### config.mk
export PLATFORM = sky130hd
export DESIGN_NAME = lvds_bert_ctrl
export DESIGN_NICKNAME = d
export VERILOG_FILES = /design/src/rtl/lvds_bert_pkg.sv /design/src/rtl/lvds_stall_timer.sv /design/src/rtl/lvds_bert_ctrl.sv
export SDC_FILE = /design/constraint.sdc
export NUM_CORES = 1
export LEC_CHECK = 0
export BUFFER_PORTS_ARGS = -buffer_cell sky130_fd_sc_hd__buf_2
export CORE_ASPECT_RATIO = 0.5
export CORE_MARGIN = 3
export CORE_UTILIZATION = 35
export CTS_CLUSTER_SIZE = 25
export DETAILED_ROUTE_END_ITERATION = 6
export SYNTH_ARGS = -nofsm -noshare
export SYNTH_HDL_FRONTEND = slang
export SYNTH_SLANG_ARGS = --single-unit
### constraint.sdc
create_clock -name CLKF -period 5 [get_ports CLKF]
set_input_delay 1.25 -clock CLKF [delete_from_list [all_inputs] [get_ports CLKF]]
set_output_delay 1.25 -clock CLKF [all_outputs]
set_load 0.1 [all_outputs]
### src/rtl/lvds_bert_pkg.sv
`default_nettype none
// ============================================================================
//  Module   : lvds_bert_pkg
//  Purpose  : Shared definitions for the LVDS BERT test sequencer. Contains
//             counter widths, window clamp, default timing parameters,
//             sequencer state encoding and a window-clamp helper.
//  Ports    : none (package)
//  Revision : 1.0  initial release
// ============================================================================
package lvds_bert_pkg;

  localparam int RECV_W         = 58;
  localparam int ERR_W          = 64;
  localparam int WIN_MAX        = 57;
  localparam int DEF_CLR_CYC    = 4;
  localparam int DEF_SETTLE_CYC = 16;
  localparam int DEF_TIMEOUT_W  = 24;

  typedef enum logic [2:0] {
    ST_IDLE   = 3'd0,
    ST_CLEAR  = 3'd1,
    ST_SETTLE = 3'd2,
    ST_RUN    = 3'd3,
    ST_FINISH = 3'd4
  } bert_state_t;

  // A window wider than the receive counter can represent is meaningless,
  // so oversize requests saturate at the largest usable exponent.
  function automatic logic [5:0] clamp_win(input logic [5:0] w);
    return (w > 6'(WIN_MAX)) ? 6'(WIN_MAX) : w;
  endfunction

endpackage
`default_nettype wire

### src/rtl/lvds_stall_timer.sv
`default_nettype none
// ============================================================================
//  Module   : lvds_stall_timer
//  Purpose  : No-progress detector for the received-word counter. Restarts
//             whenever the counter moves, otherwise counts up while enabled
//             and raises fire once the count reaches all-ones.
//  Ports    : CLKF   in  clock
//             RSTXF  in  asynchronous active-low reset
//             en     in  count while high
//             clr    in  force the stall count to zero
//             cnt_in in  monitored free-running counter
//             fire   out stall limit reached (only while enabled)
//  Revision : 1.0  initial release
// ============================================================================
module lvds_stall_timer #(
  parameter int TIMEOUT_W = 24,
  parameter int CNT_W     = 58
) (
  input  logic             CLKF,
  input  logic             RSTXF,
  input  logic             en,
  input  logic             clr,
  input  logic [CNT_W-1:0] cnt_in,
  output logic             fire
);

  logic [CNT_W-1:0]     prev_cnt;
  logic [TIMEOUT_W-1:0] stall_cnt;

  assign fire = en && (&stall_cnt);

  always_ff @(posedge CLKF or negedge RSTXF) begin
    if (!RSTXF) begin
      prev_cnt  <= '0;
      stall_cnt <= '0;
    end else begin
      prev_cnt <= cnt_in;
      if (clr || (cnt_in != prev_cnt)) begin
        stall_cnt <= '0;
      end else if (en && !fire) begin
        // Saturate at all-ones so fire stays asserted until cleared.
        stall_cnt <= stall_cnt + 1'b1;
      end
    end
  end

endmodule
`default_nettype wire

### src/rtl/lvds_bert_ctrl.sv
`default_nettype none
// ============================================================================
//  Module   : lvds_bert_ctrl
//  Purpose  : BERT run sequencer downstream of the LVDS loopback link.
//             Pulses CLR, settles, samples base counts, waits for a window
//             of 2^WIN_LOG2 received words (or a receive stall), snapshots
//             the error/receive deltas and reports PASS/TIMEOUT.
//  Ports    : CLKF, RSTXF         clock, async active-low reset
//             START, ABORT        run request / cancel (ABORT has priority)
//             WIN_LOG2, ERR_THR   window exponent, tolerated error count
//             ERR_CNT, RECV_CNT   free-running counters from the link
//             CLR, BUSY, DONE     link clear, run active, result valid
//             PASS, TIMEOUT       verdict flags
//             ERR_SNAP, RECV_SNAP deltas captured over the window
//  Revision : 1.0  initial release
// ============================================================================
module lvds_bert_ctrl
  import lvds_bert_pkg::*;
#(
  parameter int CLR_CYC    = DEF_CLR_CYC,
  parameter int SETTLE_CYC = DEF_SETTLE_CYC,
  parameter int TIMEOUT_W  = DEF_TIMEOUT_W
) (
  input  logic              CLKF,
  input  logic              RSTXF,
  input  logic              START,
  input  logic              ABORT,
  input  logic [5:0]        WIN_LOG2,
  input  logic [31:0]       ERR_THR,
  input  logic [ERR_W-1:0]  ERR_CNT,
  input  logic [RECV_W-1:0] RECV_CNT,
  output logic              CLR,
  output logic              BUSY,
  output logic              DONE,
  output logic              PASS,
  output logic              TIMEOUT,
  output logic [ERR_W-1:0]  ERR_SNAP,
  output logic [RECV_W-1:0] RECV_SNAP
);

  localparam int PH_W = 16;

  bert_state_t       state, state_nx;
  logic [PH_W-1:0]   phase, phase_nx;
  logic [5:0]        win, win_nx;
  logic [31:0]       thr, thr_nx;
  logic [ERR_W-1:0]  base_err, base_err_nx, err_snap_nx;
  logic [RECV_W-1:0] base_recv, base_recv_nx, recv_snap_nx;
  logic              clr_nx, busy_nx, done_nx, pass_nx, timeout_nx;

  logic [RECV_W-1:0] d_recv, win_thr;
  logic [ERR_W-1:0]  d_err;
  logic              run_active, stall_fire;

  // Modular differences: counter wrap between base and now is harmless.
  assign d_recv     = RECV_CNT - base_recv;
  assign d_err      = ERR_CNT - base_err;
  assign win_thr    = {{(RECV_W-1){1'b0}}, 1'b1} << win;
  assign run_active = (state == ST_RUN);

  lvds_stall_timer #(
    .TIMEOUT_W (TIMEOUT_W),
    .CNT_W     (RECV_W)
  ) u_stall (
    .CLKF   (CLKF),
    .RSTXF  (RSTXF),
    .en     (run_active),
    .clr    (!run_active),
    .cnt_in (RECV_CNT),
    .fire   (stall_fire)
  );

  always_ff @(posedge CLKF or negedge RSTXF) begin
    if (!RSTXF) begin
      state     <= ST_IDLE;
      phase     <= '0;
      win       <= '0;
      thr       <= '0;
      base_err  <= '0;
      base_recv <= '0;
      CLR       <= 1'b0;
      BUSY      <= 1'b0;
      DONE      <= 1'b0;
      PASS      <= 1'b0;
      TIMEOUT   <= 1'b0;
      ERR_SNAP  <= '0;
      RECV_SNAP <= '0;
    end else begin
      state     <= state_nx;
      phase     <= phase_nx;
      win       <= win_nx;
      thr       <= thr_nx;
      base_err  <= base_err_nx;
      base_recv <= base_recv_nx;
      CLR       <= clr_nx;
      BUSY      <= busy_nx;
      DONE      <= done_nx;
      PASS      <= pass_nx;
      TIMEOUT   <= timeout_nx;
      ERR_SNAP  <= err_snap_nx;
      RECV_SNAP <= recv_snap_nx;
    end
  end

  always_comb begin
    state_nx     = state;
    phase_nx     = phase;
    win_nx       = win;
    thr_nx       = thr;
    base_err_nx  = base_err;
    base_recv_nx = base_recv;
    clr_nx       = CLR;
    busy_nx      = BUSY;
    done_nx      = DONE;
    pass_nx      = PASS;
    timeout_nx   = TIMEOUT;
    err_snap_nx  = ERR_SNAP;
    recv_snap_nx = RECV_SNAP;

    case (state)
      ST_IDLE: begin
        if (ABORT) begin
          done_nx = 1'b0;
        end else if (START) begin
          win_nx     = clamp_win(WIN_LOG2);
          thr_nx     = ERR_THR;
          done_nx    = 1'b0;
          pass_nx    = 1'b0;
          timeout_nx = 1'b0;
          clr_nx     = 1'b1;
          busy_nx    = 1'b1;
          phase_nx   = '0;
          state_nx   = ST_CLEAR;
        end
      end

      ST_CLEAR: begin
        if (phase == PH_W'(CLR_CYC - 1)) begin
          clr_nx   = 1'b0;
          phase_nx = '0;
          state_nx = ST_SETTLE;
        end else begin
          phase_nx = phase + 1'b1;
        end
      end

      ST_SETTLE: begin
        if (phase == PH_W'(SETTLE_CYC - 1)) begin
          base_err_nx  = ERR_CNT;
          base_recv_nx = RECV_CNT;
          phase_nx     = '0;
          state_nx     = ST_RUN;
        end else begin
          phase_nx = phase + 1'b1;
        end
      end

      ST_RUN: begin
        // Window completion is checked first so it wins over a stall
        // firing in the same cycle.
        if (d_recv >= win_thr) begin
          err_snap_nx  = d_err;
          recv_snap_nx = d_recv;
          state_nx     = ST_FINISH;
        end else if (stall_fire) begin
          err_snap_nx  = d_err;
          recv_snap_nx = d_recv;
          timeout_nx   = 1'b1;
          state_nx     = ST_FINISH;
        end
      end

      ST_FINISH: begin
        done_nx  = 1'b1;
        busy_nx  = 1'b0;
        pass_nx  = !TIMEOUT && (ERR_SNAP <= {{(ERR_W-32){1'b0}}, thr});
        state_nx = ST_IDLE;
      end

      default: begin
        state_nx = ST_IDLE;
      end
    endcase

    // Cancel overrides any progress in the active phases; snapshots keep
    // whatever the last completed run captured.
    if (ABORT && (state == ST_CLEAR || state == ST_SETTLE || state == ST_RUN)) begin
      state_nx = ST_IDLE;
      phase_nx = '0;
      clr_nx   = 1'b0;
      busy_nx  = 1'b0;
      done_nx  = 1'b0;
      pass_nx  = 1'b0;
    end
  end

endmodule
`default_nettype wire

==> results.md <==
* Vias per cell at 5.05
* Met1 GRT Util at 25.5%
* Post-synth net total at 3092
* Setup-failing EPs final at 126
* WP data required at 5.46 ns
* Post-Synthesis Cells at 2714
* DRC Markers at 0
* Post-Synthesis Mean Instance Area at 9.01 sq um
* Total gr overflow at 0
* Largest net degree at the start of global routing at 168
* Synth Register Bits at 388
* Die Area at 73300 sq um
* CTS tree: done
* Hold WC Path Type: reg2reg
* Vias after detailed routing at 21814
* Syn-to-layout area delta at 32.9%
* Effective utilization at floorplan at 35.9%
* Outcome: complete, but fails checks
* Nets at 3723
* Slack of the critical path at -0.689 ns
* Synth async-reset ratio at 100%
* Post-Place Cells at 4174
* Synthesized cell area at 24500 sq um
* Reg clk slew, reported paths at 0.06 ns
* Commonest non-fill, non-tap cells in the layout: dfrtp_1, buf_4, nand2_1
* Count of input and output buffers at 290
* Final core utilization at 47.8%
* IO Count at 291
* Clock sink total at 388
* Top area cells in the synthesized netlist: dfrtp_1, ha_1, nand2_1
* Final Max Slew Viols at 0
* Power Density at 467 nW/um^2
* # rows at 67
* Final non-filler cell total at 4319
* Wire length per cell at 18.1 um
* Commonest non-fill, non-tap cell in the layout: dfrtp_1
* Worst Path Arrival at 6.15 ns
* All-Layer GR Usage at 20.8%
* Root buf cell: clkbuf_16
* FMAX at 0.176 GHz
* Share of cells above drive strength 1 at 29.1%
* Post-synth top area cell: dfrtp_1
* Routability-driven placement congestion ratio at 0.937
* Hold buffers post-CTS at 0
* Core Box Area at 68100 sq um
* Placed Instance Area at 29500 sq um
* Post-route ant nets at 0
* Detailed Route WL at 78.4 mm
* Setup Skew at 0.0326 ns
* Worst slew pin tran at 1.11 ns
* Die Ht at 193 um
* CTS Buf Count at 40
* Top FF cell, synth: dfrtp_1
* Violated checks: negative setup slack
* Gr busiest metal: met2
* Sequential share of the synthesized area at 39.7%
* Final Hold Fails at 0
* Chip width at 380 um
* CTS Buffer Depth at 3
* Final period utilization at 114%
* Iter 0 DRT Violations at 1338
* Design Area, Final at 32500 sq um
* Critical path fanouts, max at 7
* Synth warn at 0
* Headroom to the max-slew limit at 26.0%
* Fin crit period at 5.69 ns
* Crit Path Class: in2reg
* Htree depth at 2
* Dpl hpwl at 60.1 mm
* Worst skew pair latency at 0.59 ns
* EDFF count, synth at 0
* Drt pass-1 iters at 5
* First-pass GRT wire length at 120 mm
* P_leak at 15.9 nW
* Post-synth cell types at 76
* Area share of the largest cell type after synthesis at 39.7%
* Max Cap Viol at 0
* Met2 Resource Use GR at 36.9%
* Crit end category: flip-flop
* Worst VDD drop at 668 uV
* Initial antenna violation count at 18
* Vias in the first global route at 21652
* FILL cells at 6476
* CP startpoint kind: input port
* RSZ-0062 raised after global routing: true
* GR Layer Usage met3 at 3.44%
[final cells by class]
class	instances	area (sq um)	area share, %
antenna	12	30.0	0.0924
clock buffer	55	1120	3.44
clock inverter	18	290	0.893
inverter	190	726	2.23
multi-input combinational	2024	14300	44.0
sequential	388	9710	29.9
tap	931	1160	3.58
timing repair buffer	701	5150	15.9
[layer usage]
metal  up-vias  routed length [um]  part of all wire, %
li1      10762                   -                    -
met1     10472               33500                   43
met2       431               38700                   49
met3       139                3470                  4.4
met4        10                2540                  3.2
met5         -                  57                0.073
[kinds of logic after synthesis]
| family | count (synthesis) | share of synthesized area [%] |
|---|---|---|
| mux | 103 | 4.72 |
| simple gates | 803 | 15.1 |
| xor+xnor | 207 | 7.41 |
| buf+inv | 302 | 4.72 |
| flops | 388 | 39.7 |
| fa+ha+maj | 214 | 11.0 |
| compound gates | 697 | 17.4 |
[critical path, stage by stage]
cell	delay, ns
buf_12	0.09
inv_12	0.03
ha_4	0.14
inv_2	0.05
fa_2	0.20
a21o_1	0.14
nand4_1	0.23
buf_4	0.23
a2111oi_4	0.35
o31a_2	0.22
a221oi_4	0.08
o31ai_4	0.26
a41oi_4	0.20
o21ai_2	0.21
xor2_2	0.24
ha_1	0.29
a21o_1	0.17
a21oi_1	0.13
o211ai_1	0.12
a221oi_2	0.31
o21ai_2	0.14
o31ai_4	0.26
buf_4	0.16
buf_12	0.15
clkbuf_16	0.20
mux2_4	0.31
[Yosys cell counts (all sizes together), types with 11 or more instances]
| cell | instances |
|---|---|
| dfrtp | 388 |
| nand2 | 371 |
| o21ai | 286 |
| ha | 212 |
| inv | 190 |
| a21oi | 165 |
| nor2 | 134 |
| xnor2 | 130 |
| mux2 | 98 |
| clkbuf | 90 |
| a21o | 84 |
| xor2 | 77 |
| nand4 | 65 |
| nand3 | 61 |
| nor3 | 38 |
| nor2b | 25 |
| o21bai | 25 |
| and3 | 23 |
| nand2b | 23 |
| buf | 22 |
| nor4 | 22 |
| o21a | 19 |
| a31oi | 17 |
| o31ai | 15 |
| and4 | 13 |
| and2 | 12 |
| o211ai | 11 |
[power breakdown]
| part | total [W] | internal, W | switching [W] | leakage, nW |
|---|---|---|---|---|
| logic | 0.00748 | 0.00208 | 0.00540 | 10.8 |
| clock network | 0.00329 | 0.00194 | 0.00135 | 0.689 |
| registers | 0.00443 | 0.00382 | 0.000607 | 4.38 |
[per-stage QoR]
step | total power [W] | TNS, ns | setup slack (ns) | hold WS (ns)
after floorplan | 0.00959 | -71.14 | -0.626 | 0.476
after global placement | 0.0112 | -155.05 | -1.30 | 0.470
after detailed placement | 0.0113 | -165.77 | -1.44 | 0.484
after CTS | 0.0150 | -60.98 | -0.572 | 0.506
after global routing | 0.0159 | -99.79 | -0.871 | 0.515
final | 0.0152 | -75.05 | -0.689 | 0.503
[path summary, 6_finish.rpt]
path	startpoint	to	slack [ns]	depth (start not counted)
max	RECV_CNT[0]	RECV_SNAP[50]$_DFFE_PN0P_	-0.69	26
min reg2reg	thr[22]$_DFFE_PN0P_	thr[22]$_DFFE_PN0P_	0.50	1
min	thr[22]$_DFFE_PN0P_	thr[22]$_DFFE_PN0P_	0.50	1
max reg2reg	base_recv[0]$_DFFE_PN0P_	RECV_SNAP[50]$_DFFE_PN0P_	-0.34	24
min in group asynchronous	RSTXF	u_stall.prev_cnt[41]$_DFF_PN0_	0.67	1
max in group asynchronous	RSTXF	base_err[39]$_DFFE_PN0P_	3.39	2
[registers in the layout, summed over array words and instances, names as in the netlist, 3 cells and up]
register           flops
ERR_SNAP              64
base_err              64
RECV_SNAP             58
base_recv             58
u_stall.prev_cnt      58
thr                   32
u_stall.stall_cnt     24
phase                 16
win                    6
state                  3
[repair_timing]
item                                    4_1_cts  5_1_grt
gates resized for setup                     126      135
pin swaps                                    46       38
buffers inserted                             39       13
cloned                                       13        7
endpoints found under the setup margin      126      126
Note: power is estimated with default switching activity, not from simulation.
